[src/rtl/rv32i_pkg.sv]
// Shared RV32I load/store encodings and the memory-access FSM state type.
package rv32i_pkg;

    localparam logic [2:0] F3_B  = 3'b000;
    localparam logic [2:0] F3_H  = 3'b001;
    localparam logic [2:0] F3_W  = 3'b010;
    localparam logic [2:0] F3_BU = 3'b100;
    localparam logic [2:0] F3_HU = 3'b101;
    localparam logic [2:0] F3_WU = 3'b110;

    // Access size lives in fun3[1:0]; fun3[2] selects zero-extension.
    localparam logic [1:0] SZ_B = 2'b00;
    localparam logic [1:0] SZ_H = 2'b01;

    typedef logic [1:0] state_t;
    localparam state_t ST_IDLE  = 2'd0;
    localparam state_t ST_REQ   = 2'd1;
    localparam state_t ST_DONE  = 2'd2;
    localparam state_t ST_FAULT = 2'd3;

    // Stores only have b/h/w; loads reject the x11 size codes.
    function automatic logic fun3_ok(input logic [2:0] f3, input logic is_store);
        if (is_store) return f3 <= F3_W;
        return f3[1:0] != 2'b11;
    endfunction

endpackage

[src/rtl/lsu_lane_align.sv]
// Combinational lane steering: byte enables, store-data replication and
// load-data selection/extension for a 32-bit memory word.
module lsu_lane_align
    import rv32i_pkg::*;
(
    input  logic [2:0]  fun3,
    input  logic [1:0]  addr_lo,
    input  logic        is_store,
    input  logic [31:0] wdata,
    input  logic [31:0] rdata,
    output logic [3:0]  be,
    output logic [31:0] wdata_rep,
    output logic [31:0] rdata_ext
);

    logic [7:0]  byte_sel;
    logic [15:0] half_sel;

    // Halfword lane ignores addr_lo[0]: unaligned halves are force-aligned.
    assign byte_sel = rdata[{addr_lo, 3'b000} +: 8];
    assign half_sel = rdata[{addr_lo[1], 4'b0000} +: 16];

    always_comb begin
        be        = 4'b1111;
        wdata_rep = wdata;
        rdata_ext = rdata;
        case (fun3[1:0])
            SZ_B: begin
                be        = 4'b0001 << addr_lo;
                wdata_rep = {4{wdata[7:0]}};
                rdata_ext = fun3[2] ? {24'd0, byte_sel} : {{24{byte_sel[7]}}, byte_sel};
            end
            SZ_H: begin
                be        = 4'b0011 << {addr_lo[1], 1'b0};
                wdata_rep = {2{wdata[15:0]}};
                rdata_ext = fun3[2] ? {16'd0, half_sel} : {{16{half_sel[15]}}, half_sel};
            end
            default: ;
        endcase
        if (is_store) rdata_ext = '0;
    end

endmodule

[src/rtl/mem_access_ctrl.sv]
// Load/store memory access FSM with request timeout. Define MISALIGN_TRAP_EN
// to fault misaligned h/w accesses instead of force-aligning them.
module mem_access_ctrl
    import rv32i_pkg::*;
#(
    parameter int TIMEOUT = 16
) (
    input  logic        clk,
    input  logic        rst,
    input  logic        Load,
    input  logic        Store,
    input  logic [2:0]  fun3,
    input  logic [31:0] addr,
    input  logic [31:0] wdata,
    output logic        stall,
    output logic [31:0] rdata_out,
    output logic        done,
    output logic        fault,
    output logic        mem_req,
    output logic        mem_we,
    output logic [31:0] mem_addr,
    output logic [31:0] mem_wdata,
    output logic [3:0]  mem_be,
    input  logic        mem_ready,
    input  logic [31:0] mem_rdata
);

    localparam int CW = $clog2(TIMEOUT + 1);

    state_t        state_q, state_d;
    logic [CW-1:0] cnt_q, cnt_d;
    logic          mem_req_q, mem_req_d;
    logic          we_q, we_d;
    logic [2:0]    fun3_q, fun3_d;
    logic [31:0]   addr_q, addr_d;
    logic [31:0]   wdata_q, wdata_d;
    logic [31:0]   rdata_q, rdata_d;

    logic [3:0]    be;
    logic [31:0]   wdata_rep, rdata_ext;
    logic          misalign, bad_req;

`ifdef MISALIGN_TRAP_EN
    assign misalign = (fun3[1:0] == SZ_H && addr[0]) ||
                      (fun3[1:0] == 2'b10 && addr[1:0] != 2'b00);
`else
    assign misalign = 1'b0;
`endif

    assign bad_req = (Load && Store) || !fun3_ok(fun3, Store) || misalign;

    lsu_lane_align u_align (
        .fun3      (fun3_q),
        .addr_lo   (addr_q[1:0]),
        .is_store  (we_q),
        .wdata     (wdata_q),
        .rdata     (mem_rdata),
        .be        (be),
        .wdata_rep (wdata_rep),
        .rdata_ext (rdata_ext)
    );

    always_comb begin
        state_d   = state_q;
        cnt_d     = cnt_q;
        mem_req_d = mem_req_q;
        we_d      = we_q;
        fun3_d    = fun3_q;
        addr_d    = addr_q;
        wdata_d   = wdata_q;
        rdata_d   = rdata_q;
        case (state_q)
            ST_IDLE: begin
                if (Load || Store) begin
                    if (bad_req) begin
                        state_d = ST_FAULT;
                    end else begin
                        state_d   = ST_REQ;
                        mem_req_d = 1'b1;
                        we_d      = Store;
                        fun3_d    = fun3;
                        addr_d    = addr;
                        wdata_d   = wdata;
                        cnt_d     = '0;
                    end
                end
            end
            ST_REQ: begin
                if (mem_ready) begin
                    state_d   = ST_DONE;
                    mem_req_d = 1'b0;
                    rdata_d   = rdata_ext;
                end else if (cnt_q == CW'(TIMEOUT - 1)) begin
                    state_d   = ST_FAULT;
                    mem_req_d = 1'b0;
                end else begin
                    cnt_d = cnt_q + CW'(1);
                end
            end
            default: state_d = ST_IDLE;
        endcase
    end

    always_ff @(posedge clk) begin
        if (rst) begin
            state_q   <= ST_IDLE;
            cnt_q     <= '0;
            mem_req_q <= 1'b0;
            we_q      <= 1'b0;
            fun3_q    <= '0;
            addr_q    <= '0;
            wdata_q   <= '0;
            rdata_q   <= '0;
        end else begin
            state_q   <= state_d;
            cnt_q     <= cnt_d;
            mem_req_q <= mem_req_d;
            we_q      <= we_d;
            fun3_q    <= fun3_d;
            addr_q    <= addr_d;
            wdata_q   <= wdata_d;
            rdata_q   <= rdata_d;
        end
    end

    // Bus outputs are zero whenever no request is outstanding.
    assign mem_req   = mem_req_q;
    assign mem_we    = mem_req_q && we_q;
    assign mem_addr  = mem_req_q ? {addr_q[31:2], 2'b00} : 32'd0;
    assign mem_be    = mem_req_q ? be : 4'd0;
    assign mem_wdata = mem_req_q ? wdata_rep : 32'd0;

    assign stall     = !rst && ((state_q == ST_IDLE && (Load || Store)) || state_q == ST_REQ);
    assign done      = (state_q == ST_DONE) || (state_q == ST_FAULT);
    assign fault     = (state_q == ST_FAULT);
    assign rdata_out = (state_q == ST_DONE) ? rdata_q : 32'd0;

endmodule
[config.mk]
export PLATFORM = sky130hd
export DESIGN_NAME = mem_access_ctrl
export DESIGN_NICKNAME = d
export VERILOG_FILES = /design/src/rtl/rv32i_pkg.sv /design/src/rtl/lsu_lane_align.sv /design/src/rtl/mem_access_ctrl.sv
export SDC_FILE = /design/constraint.sdc
export NUM_CORES = 1
export LEC_CHECK = 0
export CORE_MARGIN = 4
export CORE_UTILIZATION = 39
export CTS_BUF_LIST = sky130_fd_sc_hd__clkbuf_4 sky130_fd_sc_hd__clkbuf_8
export DETAILED_ROUTE_END_ITERATION = 12
export GPL_ROUTABILITY_DRIVEN = 0
export PLACE_DENSITY_LB_ADDON = 0.05
export SLEW_MARGIN = 20
export SYNTH_ARGS = -nofsm -noshare
export SYNTH_HDL_FRONTEND = slang
export SYNTH_SLANG_ARGS = --single-unit
[constraint.sdc]
create_clock -name clk -period 5.63 [get_ports clk]
set_input_delay 1.126 -clock clk [delete_from_list [all_inputs] [get_ports clk]]
set_output_delay 1.126 -clock clk [all_outputs]
set_load 0.005 [all_outputs]
## Word level (Yosys, flattened, before mapping)

Cells that the tools add are included.

| storage, ports and cells | value |
|---|---|
| bits in registers | 108 |
| output and inout port bits | 105 |
| word-level logic and storage cells | 72 |

| cells by class | value |
|---|---|
| $add $sub $neg | 1 |
| $lt $le $gt $ge | 1 |
| equality and inequality tests | 11 |
| shift operators | 4 |
| mux-type cells | 28 |
| bitwise operators | 1 |
| reductions and logical operators | 18 |

Operators by type and width:

| cell | number |
|---|---|
| $mux 32 | 6 |
| $pmux 32 s2 | 2 |
| $shiftx 32x6->16 | 1 |
| $shiftx 32x6->8 | 1 |
| $mux 5 | 4 |
| $ne 2x2->1 const B | 5 |
| $pmux 5 s2 | 1 |
| $mux 2 | 4 |
| $pmux 4 s2 | 1 |
| $mux 1 | 7 |
| $add 5x1->5 const B | 1 |
| $eq 5x4->1 const B | 1 |
| $reduce_and 5->1 | 1 |
| $eq 2x1->1 const B | 2 |
| $eq 2x2->1 const B | 2 |
| $logic_and 1x1->1 | 4 |
| $logic_not 2->1 | 2 |
| $logic_or 1x1->1 | 4 |
| $mux 4 | 1 |
| $pmux 2 s2 | 1 |
| $reduce_and 2->1 | 2 |
| $reduce_and 4->1 | 1 |
| $shl 1x2->4 const A | 1 |
| $shl 2x2->4 const A | 1 |
| 7 further kinds | 8 |

## Longest topological paths before layout

Gate-level depths: netlist of run 1.

| logic depth | value |
|---|---|
| word-level depth | 8 |
| gate-level depth with buffers | 7 |
| gate-level depth less buffers | 7 |

## Hierarchy

From an unflattened synthesis of run 1, not the netlist that was laid out.

| unflattened totals | value |
|---|---|
| cell total of the unflattened synthesis | 799 |
| area, all modules | 6224.7 sq um |

By module, submodules not included:

| module | instances | cells each | area each (sq um) | sequential area each (sq um) |
|---|---|---|---|---|
| mem_access_ctrl | 1 | 594 | 4894.7 | 2162.1 |
| lsu_lane_align | 1 | 205 | 1330.0 | 0.0 |

## Worst setup path before layout of run 1

No wires, ideal clock.

| timing path | value |
|---|---|
| kind | input -> output |
| start | input port rst |
| end | output port stall |
| data arrival time | 1.486 ns |
| setup slack | 3.018 ns |
| stages | 2 |
| cell sequence | buf_2 > nor3_1 |

| between the ends | value |
|---|---|
| cells in the longest elaborated chain, start to end | 2 |

Ends and longest elaborated chain:

| element | line | RTL |
|---|---|---|
| from (decl) | mem_access_ctrl.sv:9 | `input logic rst,` |
| $logic_not 1->1 | mem_access_ctrl.sv:133 | `assign stall = !rst && ((state_q == ST_IDLE && (Load \|\| Store)) \|\| state_q == ST_REQ);` |
| $logic_and 1x1->1 | mem_access_ctrl.sv:133 |  |
| to (decl) | mem_access_ctrl.sv:15 | `output logic stall,` |

No other way between the ends.

## Final worst setup path of run 1

| timing path | value |
|---|---|
| start | register fun3_q[0] |
| end | output port mem_be[0] |

| between the ends | value |
|---|---|
| cells in the longest elaborated chain, start to end | 3 |
| elaborated cells on any way between the ends | 4 |
| those cells by class | eq/ne: 1; mux: 2; reduce/logical: 1 |

Ends and longest elaborated chain:

| element | line | RTL |
|---|---|---|
| from (decl) | mem_access_ctrl.sv:34 | `logic [2:0] fun3_q, fun3_d;` |
| from (signal assigned) | mem_access_ctrl.sv:119 | `fun3_q <= fun3_d;` |
| $eq 2x1->1 or $logic_not 2->1 (tied branches) | lsu_lane_align.sv:27 | `case (fun3[1:0])` |
| $pmux 4 s2 * | lsu_lane_align.sv:27 |  |
| $mux 4 * | mem_access_ctrl.sv:130 | `assign mem_be = mem_req_q ? be : 4'd0;` |
| to (decl) | mem_access_ctrl.sv:23 | `output logic [3:0] mem_be,` |

Mark *: on every way between the ends. The rest lies on a longest branch, timed or not.

==> flow_metrics.env, run 1 <==
export IMPL_core_area_um2=13200
export IMPL_relSlewSlack_pct=35.4
export IMPL_ctsHoldBuffers=0
export IMPL_status="complete, no violations"
export IMPL_grt_pass1_vias=5170
export IMPL_seq_area_frac_synth_pct=40.9
export IMPL_area_growth_pct=44.0
export IMPL_hold_end="addr_q[17]"
export IMPL_seq_area_um2=2170
export IMPL_dp_hpwl_um=11700
export IMPL_multiInputGateArea_um2=2890
export IMPL_path_cells="nand2b_1 -> nand2b_1 -> a21boi_0 -> clkdlybuf4s50_1"
export IMPL_crit_path_frequent_cell="nand2b_1"
export IMPL_ir_worst_vdd_v=0.000144
export IMPL_fin_crit_ns=3.79
export IMPL_num_vias=5322
export IMPL_io_buffer_count=206
export IMPL_finalHoldViolCount=0
export IMPL_syn_instance_count=667
export IMPL_n_fill_cell=1276
export IMPL_setup_tns_ns=0
export IMPL_synth_area_top_cells="dfxtp_1 41%, nand2_1 12%, and2_1 8.6%, a21oi_1 7.6%, mux2i_1 3.2%"
export IMPL_setup_viol=0
export IMPL_synth_warnings=0
export IMPL_die_area_um2=15500
export IMPL_arrival_ns=2.66
export IMPL_grt_pass1_wl_um=26700
export IMPL_dieHeight_um=124
export IMPL_yosysMostFrequentCell="nand2_1"
export IMPL_r2r_end="rdata_q[18]"
export IMPL_max_freq_mhz=264
export IMPL_p_per_area_nw_per_um2=224
export IMPL_reg2reg_slack_ns=3.19
export IMPL_worst_setup_path_end_kind="primary output"
export IMPL_max_cap_violations=0
export IMPL_crit_buf_inv=1
export IMPL_stdcell_area_um2=7620
export IMPL_tightest_slew_ns=0.968
export IMPL_cts_buffers=9
export IMPL_rr_worst_depth=4
export IMPL_grt_usage_pct=20.9
export IMPL_wl_um=16800
export IMPL_skew_ns=0.00935
export IMPL_initial_utilization_pct=40.0
export IMPL_synth_distinct_cells=47
export IMPL_clk_pin_slew_worst_paths_ns=0.10
export IMPL_cp_max_fo=23
export IMPL_gr_total_overflow=0
export IMPL_clock_sinks=108
export IMPL_netlist_top_cells_count="172 x nand2_1, 108 x dfxtp_1, 80 x a21oi_1"
export IMPL_synth_edf_count=0
export IMPL_final_layout_size_suffix_gt1_share_pct=4.53
export IMPL_cp_slowest_cell="dfxtp_1"
export IMPL_diodes=0
export IMPL_async_flop_share_pct=0
export IMPL_fin_nets=940
export IMPL_routed_via_density=5.24
export IMPL_drtAntennaViolNets=0
export IMPL_synth_avg_cell_area_um2=7.93
export IMPL_fin_crit_sh_pct=67.3
export IMPL_holdPathStages=2
export IMPL_drc_errors=0
export IMPL_synth_top_area_share_pct=40.9
export IMPL_clk_latency_ns=0.38
export IMPL_routedWlPerCell_um=16.5
export IMPL_wl_met1_um=7510
export IMPL_synth_top_area_cell="dfxtp_1"
export IMPL_critPathKind="flop to primary output"
export IMPL_ys_flop_type="dfxtp_1"
export IMPL_hold_start="addr_q[17]"
export IMPL_ys_seq_elements=108
export IMPL_grt_max_degree=71
export IMPL_top_layer="met4"
export IMPL_die_x_um=124
export IMPL_grt_antenna_before_repair=0
export IMPL_clockBufferDepth=2
export IMPL_clock_root_buffer="clkbuf_8"
export IMPL_drt_iter0_markers=346
export IMPL_startpoint_type="flop"
export IMPL_timing_final_max_slew_violations=0
export IMPL_slowest_delay_ns=0.97
export IMPL_placedInstanceArea_um2=7390
export IMPL_crit_required_ns=4.50
export IMPL_fp_row_count=42
export IMPL_post_cts_buffers=0
export IMPL_htreeDepth=3
export IMPL_rsz0062_at_grt="false"
export IMPL_wl_met3_um=1190
export IMPL_met2WireLength_um=7880
export IMPL_cellLeakagePower_nw=2.80
export IMPL_min_path_type="flop to flop"
export IMPL_reg2reg_from="state_q[0]"
export IMPL_cts_tree="built"
export IMPL_synth_area_um2=5290
export IMPL_cts_resized=0
export IMPL_io_pin_count=209
export IMPL_cpLargestDelayFamily="flip-flops"
export IMPL_drt_pass1_iterations=5
cell type report:
cell class | count | area share (%)
Inverter | 5 | 0.246
Clock inverter | 4 | 0.624
Tap cell | 176 | 2.89
Timing Repair Buffer | 213 | 27.8
Clock buffer | 12 | 2.09
Multi-Input combinational cell | 497 | 37.9
Sequential cell | 108 | 28.4
power breakdown:
group | leakage (nW) | internal (mW) | switching [mW]
Sequential | 0.881 | 0.813 | 0.0534
Clock | 0.106 | 0.234 | 0.267
Combinational | 1.82 | 0.175 | 0.163
through the flow:
stage          utilization, %  hold slack [ns]  instances  power [mW]  worst slack [ns]
3_3_place_gp             55.8            0.438        998        1.21              1.93
5_1_grt                  57.5            0.468       1015        1.80              1.58
2_1_floorplan               -            0.417        668        1.05              3.02
6_report                 57.5            0.455       1015        1.71              1.84
4_1_cts                  57.4            0.458       1014        1.72              1.77
3_5_place_dp             55.8            0.437        998        1.22              1.79
state kept, by name, summed over array words and instances, names as in the netlist:
| register | cells |
|---|---|
| wdata_q | 32 |
| cnt_q | 5 |
| fun3_q | 3 |
| mem_req | 1 |
| we_q | 1 |
| addr_q | 32 |
| rdata_q | 32 |
| state_q | 2 |
layer usage:
| metal | GRT usage (%) | up-vias |
|---|---|---|
| li1 | - | 2601 |
| met1 | 26.7 | 2519 |
| met2 | 34.3 | 186 |
| met3 | 6.82 | 16 |
| met4 | 4.96 | 0 |
| met5 | 0 | - |
cells in the final DEF, fill, tap and decap left out, types with 3 or more instances in the layout:
cell type	n
o21ai_0	10
nor2_1	9
a221o_1	15
nand4_1	3
nor3_1	6
a21boi_0	10
a21oi_1	80
a21o_1	7
clkdlybuf4s50_1	205
nand2b_1	11
dfxtp_1	106
inv_1	4
a221oi_1	15
buf_4	6
clkbuf_8	11
a22o_1	9
nand2_1	172
nor2b_1	17
mux2i_1	17
o211a_1	8
and2_1	73
o22ai_1	8
kinds of logic (layout without fill, tap and decap cells):
| family | after synthesis | in the layout | share of synthesized area [%] |
|---|---|---|---|
| flops | 108 | 108 | 40.9 |
| xor+xnor | 3 | 3 | 0.497 |
| compound gates | 171 | 171 | 21.6 |
| simple gates | 299 | 299 | 27.3 |
| other cells | 1 | 2 | 0.0709 |
| mux | 20 | 20 | 4.07 |
| buf+inv | 63 | 234 | 5.15 |
| fa+ha+maj | 2 | 2 | 0.473 |
how the worst max path moves through the flow:
stage | start | cells after the start | slack [ns] | endpoint
CTS | fun3_q[1] | 5 | 1.77 | mem_wdata[24]
global placement | Load | 6 | 1.93 | wdata_q[18]
finish | fun3_q[0] | 4 | 1.84 | mem_be[0]
floorplan | rst | 2 | 3.02 | stall
detailed placement | Load | 6 | 1.79 | wdata_q[15]
global route | fun3_q[0] | 4 | 1.58 | mem_be[0]
worst register-to-register path: cells and delay by family (launching register included):
| kind | cells | cell delay, ns |
|---|---|---|
| DFF | 1 | 0.56 |
| AOI/OAI and AO/OA | 1 | 0.21 |
| and+or+nand+nor | 3 | 1.62 |
No activity file was read; power rests on OpenSTA's default activity.
==> run 2, diff against run 1 <==
clock period = 3.15 ns   (was 5.63 ns; I/O delays follow)
==> run 2 against run 1 <==
Via count hardly changed. Hold slack better by 0.0013 ns. Core utilization is 0.62 points higher. Critical path type unchanged. Register-to-register slack worse by 2.1 ns.
==> flow_metrics.env, run 2 (synthesized netlist as in run 1, its figures left out) <==
export IMPL_status="complete, no violations"
export IMPL_reg2reg_slack_ns=1.07
export IMPL_die_area_um2=15500
export IMPL_core_area_um2=13200
export IMPL_worst_setup_path_end_kind="primary output"
export IMPL_post_cts_buffers=0
export IMPL_num_vias=5326
export IMPL_clk_latency_ns=0.39
export IMPL_dp_cells=1009
export IMPL_tightest_slew_ns=0.650
export IMPL_ctsHoldBuffers=0
export IMPL_clk_pin_slew_worst_paths_ns=0.11
export IMPL_final_cell_mix="205 x clkdlybuf4s50_1, 172 x nand2_1, 107 x dfxtp_1"
export IMPL_grt_pass1_wl_um=27000
export IMPL_area_growth_pct=45.6
export IMPL_routed_via_density=5.20
export IMPL_io_buffer_count=206
export IMPL_dp_hpwl_um=11800
export IMPL_skew_ns=0.0127
export IMPL_startpoint_type="flop"
export IMPL_ir_worst_vdd_v=0.000281
export IMPL_cts_tree="built"
export IMPL_wl_um=16500
export IMPL_clock_sinks=108
export IMPL_finalHoldViolCount=0
export IMPL_relSlewSlack_pct=56.6
export IMPL_crit_required_ns=2.52
export IMPL_multiInputGateArea_um2=2890
export IMPL_fp_row_count=42
export IMPL_final_layout_size_suffix_gt1_share_pct=5.54
export IMPL_io_pin_count=209
export IMPL_final_common_cell="clkdlybuf4s50_1"
export IMPL_max_freq_mhz=346
export IMPL_grt_antenna_before_repair=0
export IMPL_routedWlPerCell_um=16.1
export IMPL_dieHeight_um=124
export IMPL_cp_slowest_cell="dfxtp_2"
export IMPL_hold_slack_ns=0.457
export IMPL_drt_iter0_markers=391
export IMPL_crit_buf_inv=2
export IMPL_fin_nets=950
export IMPL_rsz0062_at_grt="false"
export IMPL_critPathKind="flop to primary output"
export IMPL_cp_max_fo=40
export IMPL_final_cells=1025
export IMPL_drt_pass1_iterations=5
export IMPL_grt_usage_pct=20.8
export IMPL_setup_tns_ns=0
export IMPL_fin_crit_ns=2.89
export IMPL_cpLargestDelayFamily="buffers and inverters"
export IMPL_startpoint="mem_req"
export IMPL_drc_errors=0
export IMPL_diodes=0
export IMPL_n_fill_cell=1237
export IMPL_htreeDepth=3
export IMPL_rr_worst_depth=7
export IMPL_cts_resized=0
export IMPL_min_path_type="flop to flop"
export IMPL_placedInstanceArea_um2=7500
export IMPL_timing_final_max_slew_violations=0
export IMPL_crit_end="mem_addr[18]"
export IMPL_fin_crit_sh_pct=91.7
export IMPL_power_mw=3.06
export IMPL_setup_viol=0
export IMPL_cellLeakagePower_nw=2.86
export IMPL_max_cap_violations=0
export IMPL_grt_max_degree=54
export IMPL_largestRegisters="addr_q (32), rdata_q (32), wdata_q (32)"
export IMPL_p_per_area_nw_per_um2=398
export IMPL_stdcell_area_um2=7700
export IMPL_cts_buffers=9
export IMPL_arrival_ns=2.26
export IMPL_clock_root_buffer="clkbuf_8"
export IMPL_path_cells="buf_4 -> and2_1 -> clkdlybuf4s50_1"
export IMPL_crit_cells=3
export IMPL_seq_area_um2=2160
export IMPL_slowest_delay_ns=0.76
export IMPL_grt_pass1_vias=5415
export IMPL_r2r_end="cnt_q[3]"
export IMPL_die_x_um=124
export IMPL_clockBufferDepth=2
export IMPL_gr_total_overflow=0
export IMPL_drtAntennaViolNets=0
export IMPL_reg2reg_from="cnt_q[0]"
export IMPL_initial_utilization_pct=40.0
[run 2: cell types whose count changed in the layout (fill, tap and decap cells not counted), sizes merged]
cell	before	now
clkbuf	12	11
inv	4	5
buf	8	18
[run 2: layout make-up]
cell class | count | share of cell area, %
Multi-Input combinational cell | 497 | 37.5
Sequential cell | 108 | 28.1
Inverter | 5 | 0.244
Tap cell | 176 | 2.86
Timing Repair Buffer | 223 | 28.7
Clock inverter | 5 | 0.780
Clock buffer | 11 | 1.88
[run 2: worst register-to-register path, delay by kind of cell, from the launching register on]
kind	cells	cell delay (ns)
AND/OR/NAND/NOR	4	1.08
adder cells (fa/ha/maj)	2	0.42
flip-flops	1	0.35
XOR/XNOR	1	0.17
[run 2: layer usage]
layer | part of all wire (%) | wire length [um] | vias to the layer above | global-route usage (%)
met5 | 0 | 0 | - | 0
met4 | 2.3 | 380 | 0 | 7.35
met3 | 7.5 | 1230 | 26 | 7.25
met2 | 46 | 7570 | 186 | 33.0
met1 | 44 | 7360 | 2494 | 26.4
li1 | - | - | 2620 | -
[run 2: worst min path at each step]
stage / from / endpoint / cells past startpoint
after CTS: addr_q[19] / addr_q[19] / 2
after floorplan: rdata_q[10] / rdata_q[10] / 2
after global routing: addr_q[19] / addr_q[19] / 2
final: addr_q[19] / addr_q[19] / 2
after global placement: rdata_q[9] / rdata_q[9] / 2
after detailed placement: rdata_q[14] / rdata_q[14] / 2
[run 2: report_power, final]
group          leakage, nW  switching, mW  internal [mW]
clock network        0.103          0.492          0.402
registers            0.880         0.0734           1.45
logic                 1.87          0.317          0.325
[run 2: stage by stage]
stage               setup WS, ns  util [%]
global placement           0.443      56.6
floorplan                   1.13         -
finish                     0.261      58.2
detailed placement         0.421      56.6
global route              0.0366      58.2
CTS                        0.239      58.2
